File: src/rtl/l2_arbiter.sv
// Purpose: arbitrates I-cache and D-cache line misses onto the single L2 port; build option L2_ARB_ROUND_ROBIN_EN.
// Latency: 1 cycle from request (in IDLE) to L2 request; 0 cycles from l2_resp to the granted side's resp.
// Backpressure: requests are held by the L1 until resp; a grant is held until l2_resp, then one IDLE cycle.
module l2_arbiter #(
  parameter int LINE_W = 128,
  parameter int ADDR_W = 16
) (
  input  logic              clk,
  input  logic              reset_n,
  // I-cache side
  input  logic              i_read,
  input  logic [ADDR_W-1:0] i_address,
  output logic [LINE_W-1:0] i_rdata,
  output logic              i_resp,
  // D-cache side
  input  logic              d_read,
  input  logic              d_write,
  input  logic [ADDR_W-1:0] d_address,
  input  logic [LINE_W-1:0] d_wdata,
  output logic [LINE_W-1:0] d_rdata,
  output logic              d_resp,
  // L2 side
  output logic              l2_read,
  output logic              l2_write,
  output logic [ADDR_W-1:0] l2_address,
  output logic [LINE_W-1:0] l2_wdata,
  input  logic [LINE_W-1:0] l2_rdata,
  input  logic              l2_resp
);

  typedef enum logic [1:0] {
    IDLE    = 2'd0,
    GRANT_I = 2'd1,
    GRANT_D = 2'd2
  } state_t;

  state_t r_state;
  state_t w_state_nxt;

  logic w_i_req;
  logic w_d_req;
  logic w_d_wins;   // D side wins when both sides request in IDLE

  assign w_i_req = i_read;
  assign w_d_req = d_read | d_write;

`ifdef L2_ARB_ROUND_ROBIN_EN
  // 1 = D side has priority on the next contention, 0 = I side.
  logic r_prio_d;

  assign w_d_wins = r_prio_d;

  // Move the priority pointer to the losing side on every grant out of IDLE.
  always_ff @(posedge clk) begin
    if (!reset_n) begin
      r_prio_d <= 1'b1;
    end else if (r_state == IDLE && w_state_nxt == GRANT_D) begin
      r_prio_d <= 1'b0;
    end else if (r_state == IDLE && w_state_nxt == GRANT_I) begin
      r_prio_d <= 1'b1;
    end
  end
`else
  // Fixed priority: writebacks and data misses always go first.
  assign w_d_wins = 1'b1;
`endif

  // Read data is broadcast; it only matters alongside that side's resp.
  assign i_rdata  = l2_rdata;
  assign d_rdata  = l2_rdata;
  // Only the D side ever writes, so the write line always comes from it.
  assign l2_wdata = d_wdata;

  // State register with synchronous reset; reset mid-transaction drops the grant.
  always_ff @(posedge clk) begin
    if (!reset_n) begin
      r_state <= IDLE;
    end else begin
      r_state <= w_state_nxt;
    end
  end

  // Next-state selection and per-state L2 request / L1 response steering.
  always_comb begin
    w_state_nxt = r_state;
    l2_read     = 1'b0;
    l2_write    = 1'b0;
    l2_address  = d_address;
    i_resp      = 1'b0;
    d_resp      = 1'b0;

    case (r_state)
      IDLE: begin
        // A stray l2_resp here is deliberately ignored.
        if (w_i_req && w_d_req) begin
          w_state_nxt = w_d_wins ? GRANT_D : GRANT_I;
        end else if (w_d_req) begin
          w_state_nxt = GRANT_D;
        end else if (w_i_req) begin
          w_state_nxt = GRANT_I;
        end
      end

      GRANT_I: begin
        l2_read    = 1'b1;
        l2_address = i_address;
        i_resp     = l2_resp;
        if (l2_resp) begin
          w_state_nxt = IDLE;
        end
      end

      GRANT_D: begin
        // An illegal read+write pair is passed through untouched.
        l2_read  = d_read;
        l2_write = d_write;
        d_resp   = l2_resp;
        if (l2_resp) begin
          w_state_nxt = IDLE;
        end
      end

      default: begin
        w_state_nxt = IDLE;
      end
    endcase
  end

endmodule

File: config.mk
export PLATFORM = sky130hd
export DESIGN_NAME = l2_arbiter
export DESIGN_NICKNAME = d
export VERILOG_FILES = /design/src/rtl/l2_arbiter.sv
export SDC_FILE = /design/constraint.sdc
export NUM_CORES = 1
export LEC_CHECK = 0
export BUFFER_PORTS_ARGS = -buffer_cell sky130_fd_sc_hd__buf_2
export CAP_MARGIN = 20
export CORE_AREA = 3 3 270 272
export CTS_CLUSTER_SIZE = 16
export DETAILED_ROUTE_END_ITERATION = 8
export DIE_AREA = 0 0 273 275
export HOLD_SLACK_MARGIN = 0.15
export PLACE_DENSITY = 0.3
export SLEW_MARGIN = 20
export SYNTH_ARGS = -nofsm -noshare
export SYNTH_HDL_FRONTEND = slang
export SYNTH_SLANG_ARGS = --single-unit
File: constraint.sdc
create_clock -name clk -period 1.4 [get_ports clk]
set_input_delay 0.35 -clock clk [delete_from_list [all_inputs] [get_ports clk]]
set_output_delay 0.35 -clock clk [all_outputs]
set_load 0.02 [all_outputs]
==> key figures <==
Place
  – Post-detailed-placement half-perimeter wirelength: 10300 µm
  – Routability congestion estimate from global placement: 0.554
  – Placed Area: 1890 µm²
  – I/O Buffers: 57

Finish
  – Register with the highest flop count: r_state
  – Layout area overhead: -32.1%
  – Flip-flop count of the largest register, all copies and words added: 2
  – Final Cell Area: 2240 µm²
  – Layout cells sized above 1: 0.904
  – Fin nets: 403
  – Filler cell count in the final layout: ~8400
  – Largest regs: r_state (2)

STA
  – Setup repair after global routing missed its margin: yes
  – Final worst-path cycle share: 1.23
  – Endpoints failing setup: 20
  – Minimum period implied by the final worst setup slack: approximately 1.7 ns
  – Final hold violation count: 0
  – Highest clock frequency the design can meet: 580 MHz
  – Relative slew slack: 0.864
  – Minimum setup slack in the final design: -0.324 ns
  – Slew at the pin with the worst max-slew slack: 0.204 ns
  – Fin. max-slew vios: 0
  – Skew final: 0.000713 ns

Route
  – Count of routing violations after the opening detailed-route iteration: 32
  – Overall routed net length: 12600 µm
  – Average routed wire per standard cell: 11.9 µm
  – Vias post-DR: 1187
  – First-pass iteration count of the detailed router: 3
  – Number of antenna-violating nets in the routed design: 0
  – Drt drc: 0
  – Via/cell ratio: 1.13

Floorplanning
  – Die Wd: 273 µm
  – Initial core utilization: 0.0464
  – Overall die height: 275 µm
  – FP Rows: 98
  – Floorplan die area: 75100 µm²
  – Top-Level Pins: 698
  – Placeable Area: 71000 µm²

Synth
  – Share of the yosys chip area belonging to registers: 0.0122
  – Most area-hungry cell type in the Yosys netlist: sky130_fd_sc_hd__buf_4
  – Cell with the most instances after synthesis: sky130_fd_sc_hd__buf_4
  – Avg Inst Size Synth: 7.77 µm²
  – Post-synthesis net count: between 700 and 800
  – Synthesized netlist cell count: between 400 and 500
  – Top cells by instance count after synthesis: sky130_fd_sc_hd__buf_4, sky130_fd_sc_hd__mux2_2, sky130_fd_sc_hd__mux2_4
  – Most area-consuming cells after synthesis: sky130_fd_sc_hd__buf_4, sky130_fd_sc_hd__mux2_4, sky130_fd_sc_hd__mux2_2, sky130_fd_sc_hd__dfxtp_1, sky130_fd_sc_hd__ha_1
  – Seq cells post-synth: 2
  – Yosys Warn Count: 0
  – Proportion of netlist area held by the largest area contributor: 0.875
  – Post-synthesis async set-or-reset flop share: 0
  – Post-synth EDFFs: 0
  – Most used flip-flop cell after synthesis: sky130_fd_sc_hd__dfxtp_1
  – Post-synthesis instance area: 3290 µm²
  – Count of unique library cells instantiated by Yosys: 17

Global routing
  – Antenna violations before repair: 4
  – GRT overflow: 0
  – Number of global-route vias before repair: 1349
  – Global-route wire length before repair: about 14000 µm
  – Aggregate global-route resource usage: 0.0298
  – Largest net degree at the start of global routing: 10

CTS
  – Maximum clock insertion buffer count: 2
  – TritonCTS Buffers: 3
  – Clock tree sinks: 2
  – Clock root buffer master: sky130_fd_sc_hd__clkbuf_16
  – TritonCTS clock tree: done
  – H-tree lvl count: 1
  – Insertion delay of the later-clocked pin in the worst-skew pair: about 0.22 ns
  – Clk pin slew, worst setup/hold paths: 0.03 ns

Setup path
  – Critical path required time: 1.05 ns
  – Critical Path Max Stage Delay: just over 0.3 ns
  – Critical path peak fanout: 4
  – Worst setup EP type: output port
  – Cell Chain, Critical Path: inv_2 > ha_4 > clkbuf_16 > mux2_4 > buf_6
  – Crit path DAT: 1.37 ns
  – Worst setup path category: reg2out
  – Nature of the critical path startpoint: flop
  – Slowest-stage cell, CP: sky130_fd_sc_hd__dfxtp_2

Power and ir drop
  – Power per standard cell area: 477 nW/µm²
  – IR drop worst, VDD: 0.252 mV
  – Final Power: about 1.1 mW
  – Leakage power figure: between 0.5 and 0.6 nW

Run status
  – Run status: finished with violations
  – Violations in the final reports: setup timing

Worst hold path
  – Type of the tightest min-delay check: in2reg

Flow run
  – Max-capacitance violation count: 0
==> critical path, delay by kind of cell, from the launching register on <==
family     cells  cell delay [ns]
flops          1             0.31
fa+ha+maj      1             0.18
mux            1             0.30
buf+inv        3             0.36
==> layout by cell type (no fill, tap or decap) <==
master,count
sky130_fd_sc_hd__buf_8,1
sky130_fd_sc_hd__and2_4,3
sky130_fd_sc_hd__and3b_1,1
sky130_fd_sc_hd__a21oi_4,1
sky130_fd_sc_hd__diode_2,1
sky130_fd_sc_hd__nor2_1,1
sky130_fd_sc_hd__nor2b_2,1
sky130_fd_sc_hd__inv_2,2
sky130_fd_sc_hd__nand2_1,2
sky130_fd_sc_hd__o32ai_1,1
sky130_fd_sc_hd__buf_2,37
sky130_fd_sc_hd__nor2b_4,1
sky130_fd_sc_hd__dfxtp_2,2
sky130_fd_sc_hd__a21oi_1,2
sky130_fd_sc_hd__ha_1,1
sky130_fd_sc_hd__buf_12,2
sky130_fd_sc_hd__buf_4,2
sky130_fd_sc_hd__o21ai_0,1
sky130_fd_sc_hd__clkbuf_16,4
sky130_fd_sc_hd__inv_1,1
sky130_fd_sc_hd__buf_6,20
sky130_fd_sc_hd__mux2_4,16
sky130_fd_sc_hd__ha_4,2
==> metal layers <==
metal | global-route usage | routed length (µm)
met5 | 0 | 0
met4 | 0.0711 | 3110
met3 | 0.0276 | 3060
met2 | 0.0445 | 5360
met1 | 0.00668 | 1070
==> path summary, 6_finish.rpt <==
check | start | endpoint | slack (ns) | cells after the start
worst max-delay path | r_state[1] | l2_address[1] | -0.32 | 5
worst min-delay path | reset_n | r_state[1] | 0.42 | 3
worst max register to register | r_state[1] | r_state[0] | 0.08 | 6
worst min register to register | r_state[1] | r_state[1] | 0.62 | 3
==> kinds of logic (layout without fill, tap and decap cells) <==
| kind of cell | count (synthesis) | count (layout) | share of synthesized area |
|---|---|---|---|
| AOI/OAI and AO/OA | 5 | 5 | 0.00873 |
| adders and majority gates | 3 | 3 | 0.0114 |
| buffers and inverters | 389 | 69 | 0.888 |
| DFF | 2 | 2 | 0.0122 |
| muxes | 16 | 16 | 0.0638 |
| other | 0 | 1 | 0 |
| and+or+nand+nor | 9 | 9 | 0.0160 |
==> area by class of cell <==
cell class	instances	area, µm²	area share
Inverter	3	11.3	0.00503
Sequential cell	2	42.5	0.0190
Antenna cell	1	2.50	0.00112
Tap cell	950	1190	0.531
Clock buffer	3	75.1	0.0336
Multi-Input combinational cell	33	412	0.184
Timing Repair Buffer	63	505	0.226
==> per-stage QoR <==
step / utilization / worst slack, ns / TNS (ns) / hold WS (ns) / instances
after floorplan: - / -0.0534 / -0.427 / 0.464 / 424
after global placement: 0.0267 / -0.157 / -2.30 / 0.611 / 1048
after detailed placement: 0.0267 / -0.170 / -2.51 / 0.606 / 1048
after CTS: 0.0291 / -0.331 / -6.18 / 0.427 / 1055
after global routing: 0.0315 / -0.356 / -6.23 / 0.438 / 1055
final: 0.0315 / -0.324 / -5.56 / 0.420 / 1055
==> where the power goes <==
part           internal [mW]  total (mW)  switching [mW]  leakage, nW
Combinational          0.321       0.564           0.243        0.495
Sequential            0.0691      0.0762         0.00713       0.0172
Clock                  0.363       0.427          0.0635       0.0370
==> timing repair <==
| action | 4_1_cts | 5_1_grt |
|---|---|---|
| setup buffers | 4 | 0 |
| pin swaps | 2 | 4 |
| endpoints found under the setup margin | 21 | 21 |
| gates cloned | 0 | 1 |
| resized for setup | 17 | 50 |
| hold buffers | 0 | 0 |
Power figures use the tool's default switching activity.
